$ cat src/rtl/pipe_skid_reg.sv
`timescale 1ns/1ps
`default_nettype none
// +--------------------------------------------------------------------------+
// | Module      : pipe_skid_reg                                              |
// | Description : Pipeline stage register with optional 2-entry skid buffer. |
// |               Carries a payload and control bits, supports flush with    |
// |               a saturating discarded-beat counter.                       |
// | Revision    : 1.0 - initial release                                      |
// +--------------------------------------------------------------------------+
module pipe_skid_reg #(
  parameter int DATA_W  = 64,
  parameter int CTRL_W  = 8,
  parameter int SKID_EN = 1
) (
  input  logic              clock,
  input  logic              reset_n,
  input  logic              in_valid,
  output logic              in_ready,
  input  logic [DATA_W-1:0] in_data,
  input  logic [CTRL_W-1:0] in_ctrl,
  input  logic              flush,
  output logic              out_valid,
  input  logic              out_ready,
  output logic [DATA_W-1:0] out_data,
  output logic [CTRL_W-1:0] out_ctrl,
  output logic [1:0]        occupancy,
  output logic [7:0]        flush_count
);

  // State encoding doubles as the held-beat count.
  typedef enum logic [1:0] {
    ST_EMPTY = 2'd0,
    ST_ONE   = 2'd1,
    ST_TWO   = 2'd2
  } state_t;

  state_t              state_q, state_d;
  logic [DATA_W-1:0]   main_data_q, main_data_d;
  logic [CTRL_W-1:0]   main_ctrl_q, main_ctrl_d;
  logic [DATA_W-1:0]   skid_data_q, skid_data_d;
  logic [CTRL_W-1:0]   skid_ctrl_q, skid_ctrl_d;
  logic [7:0]          flush_count_q, flush_count_d;

  logic                in_fire;
  logic                out_fire;
  logic [1:0]          drop;
  logic [8:0]          fc_sum;

  // Outputs come straight from the main register; a bubble carries no control bits.
  assign out_valid   = (state_q != ST_EMPTY);
  assign out_data    = main_data_q;
  assign out_ctrl    = out_valid ? main_ctrl_q : '0;
  assign occupancy   = state_q;
  assign flush_count = flush_count_q;

  assign in_fire  = in_valid & in_ready;
  assign out_fire = out_valid & out_ready;

  // Upstream ready: registered-only in skid mode, pass-through in single-entry mode; low in reset.
  always_comb begin
    in_ready = 1'b0;
    if (SKID_EN != 0) begin
      in_ready = reset_n & ~flush & (state_q != ST_TWO);
    end else begin
      in_ready = reset_n & ~flush & (~out_valid | out_ready);
    end
  end

  // Next-state, storage and flush-counter update; flush overrides all traffic.
  always_comb begin
    state_d       = state_q;
    main_data_d   = main_data_q;
    main_ctrl_d   = main_ctrl_q;
    skid_data_d   = skid_data_q;
    skid_ctrl_d   = skid_ctrl_q;
    flush_count_d = flush_count_q;
    drop          = 2'd0;
    fc_sum        = 9'd0;

    if (flush) begin
      state_d       = ST_EMPTY;
      // A beat handed downstream on the flush edge was delivered, not discarded.
      drop          = occupancy - {1'b0, out_fire};
      fc_sum        = {1'b0, flush_count_q} + {7'd0, drop};
      flush_count_d = fc_sum[8] ? 8'hFF : fc_sum[7:0];
    end else begin
      case (state_q)
        ST_EMPTY: begin
          if (in_fire) begin
            state_d     = ST_ONE;
            main_data_d = in_data;
            main_ctrl_d = in_ctrl;
          end
        end
        ST_ONE: begin
          if (in_fire && out_fire) begin
            main_data_d = in_data;
            main_ctrl_d = in_ctrl;
          end else if (in_fire) begin
            // Only reachable in skid mode; single-entry mode never accepts while stalled.
            if (SKID_EN != 0) begin
              state_d     = ST_TWO;
              skid_data_d = in_data;
              skid_ctrl_d = in_ctrl;
            end
          end else if (out_fire) begin
            state_d = ST_EMPTY;
          end
        end
        ST_TWO: begin
          if (out_fire) begin
            state_d     = ST_ONE;
            main_data_d = skid_data_q;
            main_ctrl_d = skid_ctrl_q;
          end
        end
        default: begin
          state_d = ST_EMPTY;
        end
      endcase
    end
  end

  // State and storage registers with asynchronous clear.
  always_ff @(posedge clock or negedge reset_n) begin
    if (!reset_n) begin
      state_q       <= ST_EMPTY;
      main_data_q   <= '0;
      main_ctrl_q   <= '0;
      skid_data_q   <= '0;
      skid_ctrl_q   <= '0;
      flush_count_q <= 8'd0;
    end else begin
      state_q       <= state_d;
      main_data_q   <= main_data_d;
      main_ctrl_q   <= main_ctrl_d;
      skid_data_q   <= skid_data_d;
      skid_ctrl_q   <= skid_ctrl_d;
      flush_count_q <= flush_count_d;
    end
  end

endmodule
`default_nettype wire
$ cat config.mk
export PLATFORM = sky130hd
export DESIGN_NAME = pipe_skid_reg
export DESIGN_NICKNAME = d
export VERILOG_FILES = /design/src/rtl/pipe_skid_reg.sv
export SDC_FILE = /design/constraint.sdc
export NUM_CORES = 1
export LEC_CHECK = 0
export BUFFER_PORTS_ARGS = -buffer_cell sky130_fd_sc_hd__buf_2
export CORE_ASPECT_RATIO = 1.5
export CORE_UTILIZATION = 54
export DETAILED_ROUTE_END_ITERATION = 12
export GPL_TIMING_DRIVEN = 0
export HOLD_SLACK_MARGIN = 0.06
export PLACE_DENSITY = 0.8
export SYNTH_ARGS = -nofsm -noshare
export SYNTH_HDL_FRONTEND = slang
export SYNTH_SLANG_ARGS = --single-unit
$ cat constraint.sdc
create_clock -name clock -period 3.5 [get_ports clock]
set_clock_uncertainty 0.15 [all_clocks]
set_input_delay 0.35 -clock clock [delete_from_list [all_inputs] [get_ports clock]]
set_output_delay 0.35 -clock clock [all_outputs]
set_load 0.01 [all_outputs]
==> flow_metrics.env <==
export IMPL_peakVddDrop_uv=316.7
export IMPL_slew_viol_final=0
export IMPL_route_detailed_drc=0
export IMPL_dpl_hpwl_mm=10.96
export IMPL_nets=870
export IMPL_htreeDepth=4
export IMPL_r2r_slack_ns=0.21
export IMPL_setup_ws_ns=0.2123
export IMPL_power_mw=5.315
export IMPL_layout_drive_gt1_share_pct=37.16
export IMPL_path_class="reg -> reg"
export IMPL_antenna_found_initial=1
export IMPL_finalHoldViolCount=0
export IMPL_synth_top_family_by_area="multiplexers"
export IMPL_startpoint="occupancy[0]$_DFFE_PN0P_"
export IMPL_clock_sinks=154
export IMPL_fin_area_mm2=0.009368
export IMPL_setup_violations=0
export IMPL_maxCapViolCount=0
export IMPL_wire_per_inst_um=18.11
export IMPL_cts_root_buf="clkbuf_16"
export IMPL_fin_util_pct=74.50
export IMPL_start_util_pct=55.52
export IMPL_synth_xor_area_share_pct=0.5018
export IMPL_yosysTopAreaCell="dfrtp_1"
export IMPL_rsz0062_at_grt="false"
export IMPL_cts_tree="done"
export IMPL_fp_dieW_um=94.84
export IMPL_clkTransAtPathRegs_ns=0.07
export IMPL_worstPathRequired_ns=3.66
export IMPL_nFillCells=807
export IMPL_synthToLayoutAreaGrowth_pct=34.18
export IMPL_worstMarginPinSlew_ns=0.8050
export IMPL_vias=5129
export IMPL_syn_area_per_cell_um2=13.05
export IMPL_drtPass1Iterations=5
export IMPL_crit_path_end="flush_count[7]$_DFFE_PN0P_"
export IMPL_finalCriticalPeriod_ns=3.288
export IMPL_r2r_end="flush_count[7]$_DFFE_PN0P_"
export IMPL_clk_path_buf_depth=2
export IMPL_track_usage_pct=27.27
export IMPL_core_area_mm2=0.01257
export IMPL_portBuffers=160
export IMPL_synth_edff_count=0
export IMPL_synthAdderAreaFrac_pct=0.8244
export IMPL_r2r_start="occupancy[0]$_DFFE_PN0P_"
export IMPL_ys_seq_area_share_pct=55.20
export IMPL_overflow=0
export IMPL_cts_setup_buffers=0
export IMPL_synth_compound_area_share_pct=6.165
export IMPL_fmax_ghz=0.3042
export IMPL_p_leak_nw=4.542
export IMPL_vias_per_cell=5.348
export IMPL_synthCells=535
export IMPL_finalCritPeriodShare_pct=93.93
export IMPL_arrival_ns=3.45
export IMPL_ant_nets=0
export IMPL_clkLatencyLatePin_ns=0.42
export IMPL_grt_pass1_vias=5641
export IMPL_boundaryPins=161
export IMPL_synthArstFlopShare_pct=100.0
export IMPL_worstSetupStartpointType="flop"
export IMPL_drtIter0Drc=153
export IMPL_cp_end_kind="flop"
export IMPL_fp_dieH_um=141.3
export IMPL_status="finished, final reports clean"
export IMPL_place_gp_congestion=0.7765
export IMPL_ys_ff_latch=154
export IMPL_ys_flop_type="dfrtp_1"
export IMPL_grt_pass1_wl_mm=27.83
export IMPL_worstPathMaxFanout=10
export IMPL_yosys_warnings=0
export IMPL_p_per_area_mw_per_mm2=567.4
export IMPL_cts_buffers=17
export IMPL_synth_simple_area_share_pct=6.989
export IMPL_worst_r2r_path_depth=8
export IMPL_fin_setup_tns_ns=0
export IMPL_place_ws_ns=0.1929
export IMPL_rows=50
export IMPL_wirelength_mm=17.37
export IMPL_holdCritPathClass="in -> async"
export IMPL_ys_types=35
export IMPL_syn_area_mm2=0.006982
export IMPL_die_area_mm2=0.01340
export IMPL_syn_num_nets=616
export IMPL_synth_mux_area_share_pct=25.93
export IMPL_max_slew_margin_rel_pct=46.13
export IMPL_grt_max_degree=104
export IMPL_placed_area_mm2=0.008011
export IMPL_netlist_top_cells_area="dfrtp_1 55%, mux2_4 15%, mux2i_1 11%, a21oi_1 5.4%, nor2_1 4.1%"
export IMPL_yosysTopAreaCellShare_pct=55.20
-- how the worst min path moves through the flow --
stage / startpoint / endpoint / slack (ns) / depth (start not counted)
2_1_floorplan: reset_n / flush_count[0]$_DFFE_PN0P_ / -0.1 / 0
3_3_place_gp: skid_ctrl_q[7]$_DFFE_PN0P_ / skid_ctrl_q[7]$_DFFE_PN0P_ / 0.34 / 1
3_5_place_dp: reset_n / out_data[5]$_DFFE_PN0P_ / 0.20 / 1
4_1_cts: flush / flush_count[7]$_DFFE_PN0P_ / 0.27 / 3
5_1_grt: flush / flush_count[7]$_DFFE_PN0P_ / 0.28 / 3
6_report: reset_n / out_data[5]$_DFFE_PN0P_ / 0.29 / 2
-- placed cells by master (no fill, tap or decap), drive strengths merged --
| cell | count |
|---|---|
| nor3b | 1 |
| nor2b | 11 |
| diode | 1 |
| or4bb | 1 |
| o41ai | 1 |
| mux2i | 74 |
| o21a | 2 |
| clkinvlp | 2 |
| bufinv | 2 |
| a31oi | 1 |
| mux2 | 72 |
| xor2 | 2 |
| or4 | 1 |
| inv | 12 |
| nand3 | 1 |
| nand4b | 1 |
| nand4 | 2 |
| a22oi | 1 |
| a21oi | 76 |
| nand2 | 8 |
| nand3b | 1 |
| dfrtp | 154 |
| ha | 3 |
| o31ai | 1 |
| buf | 191 |
| dlygate4sd3 | 74 |
| or4b | 1 |
| fa | 1 |
| clkinv | 3 |
| nor2 | 76 |
| and3 | 2 |
| clkbuf | 19 |
| nor3 | 1 |
| xnor2 | 2 |
| and2 | 2 |
-- cell usage after synthesis (all sizes together), types with 2 or more instances --
library cell  number
mux2              72
buf               30
clkbuf             2
xnor2              2
nor2              76
nand2              8
mux2i             74
o21a               2
a21oi             76
inv                4
and2               2
nor2b             11
xor2               2
ha                 3
dfrtp            154
nand4              2
and3               2
-- per-stage QoR --
stage          hold slack, ns  std cells
2_1_floorplan        -0.09559        535
3_3_place_gp           0.3365        851
3_5_place_dp           0.1955        852
4_1_cts                0.2693        958
5_1_grt                0.2755        959
6_report               0.2938        959
-- final cells by class --
class                   count  area (um^2)  share of cell area [%]
flip-flops and latches    154         3854                   41.14
well taps                 156        195.2                   2.084
clock inverters            15        178.9                   1.910
inverters                   4        15.01                  0.1603
repair buffers            235         1575                   16.82
plain buffers              32        291.5                   3.112
clock buffers              17        425.4                   4.541
multi-input cells         345         2830                   30.21
diodes                      1        2.502                 0.02671
-- critical path, cell delays in order, from the launching register on --
cell and delay (ns):
dfrtp_1 0.46, nor2_1 0.66, nor2b_1 0.12, ha_1 0.30, inv_1 0.04, ha_1 0.20, fa_1 0.42, or4b_2 0.69
o21a_1 0.14
-- routing by layer --
metal / vias to the layer above / GRT usage (%) / part of all wire [%]
met5: - / 0 / 0
met4: 0 / 11.64 / 2.8
met3: 42 / 6.538 / 4.7
met1: 2566 / 31.73 / 40
met2: 152 / 47.25 / 52
li1: 2369 / - / -
-- state kept, by name (all words and copies together) (netlist names) --
| name | count |
|---|---|
| out_data | 64 |
| main_ctrl_q | 8 |
| skid_ctrl_q | 8 |
| skid_data_q | 64 |
| flush_count | 8 |
| occupancy | 2 |
-- repair_timing --
item	in CTS	in global routing
endpoints found under the setup margin	0	70
endpoints found under the hold margin	127	0
resized for setup	0	1
hold buffers	74	0
-- cell families (layout without fill, tap and decap cells) --
kind of cell / count (synthesis) / count (layout)
AOI/OAI and AO/OA: 82 / 82
xor gates and xnor gates: 4 / 4
adders and majority gates: 4 / 4
buffers and inverters: 36 / 303
DFF: 154 / 154
muxes: 146 / 146
other: 0 / 1
and+or+nand+nor: 109 / 109
-- power by group --
group / switching, mW / internal (mW) / leakage [nW] / total (mW)
clock network: 0.828 / 1.08 / 0.291 / 1.91
logic: 0.487 / 0.566 / 2.38 / 1.05
registers: 0.224 / 2.13 / 1.87 / 2.35
total: 1.54 / 3.78 / 4.54 / 5.32
Power figures use the tool's default switching activity.
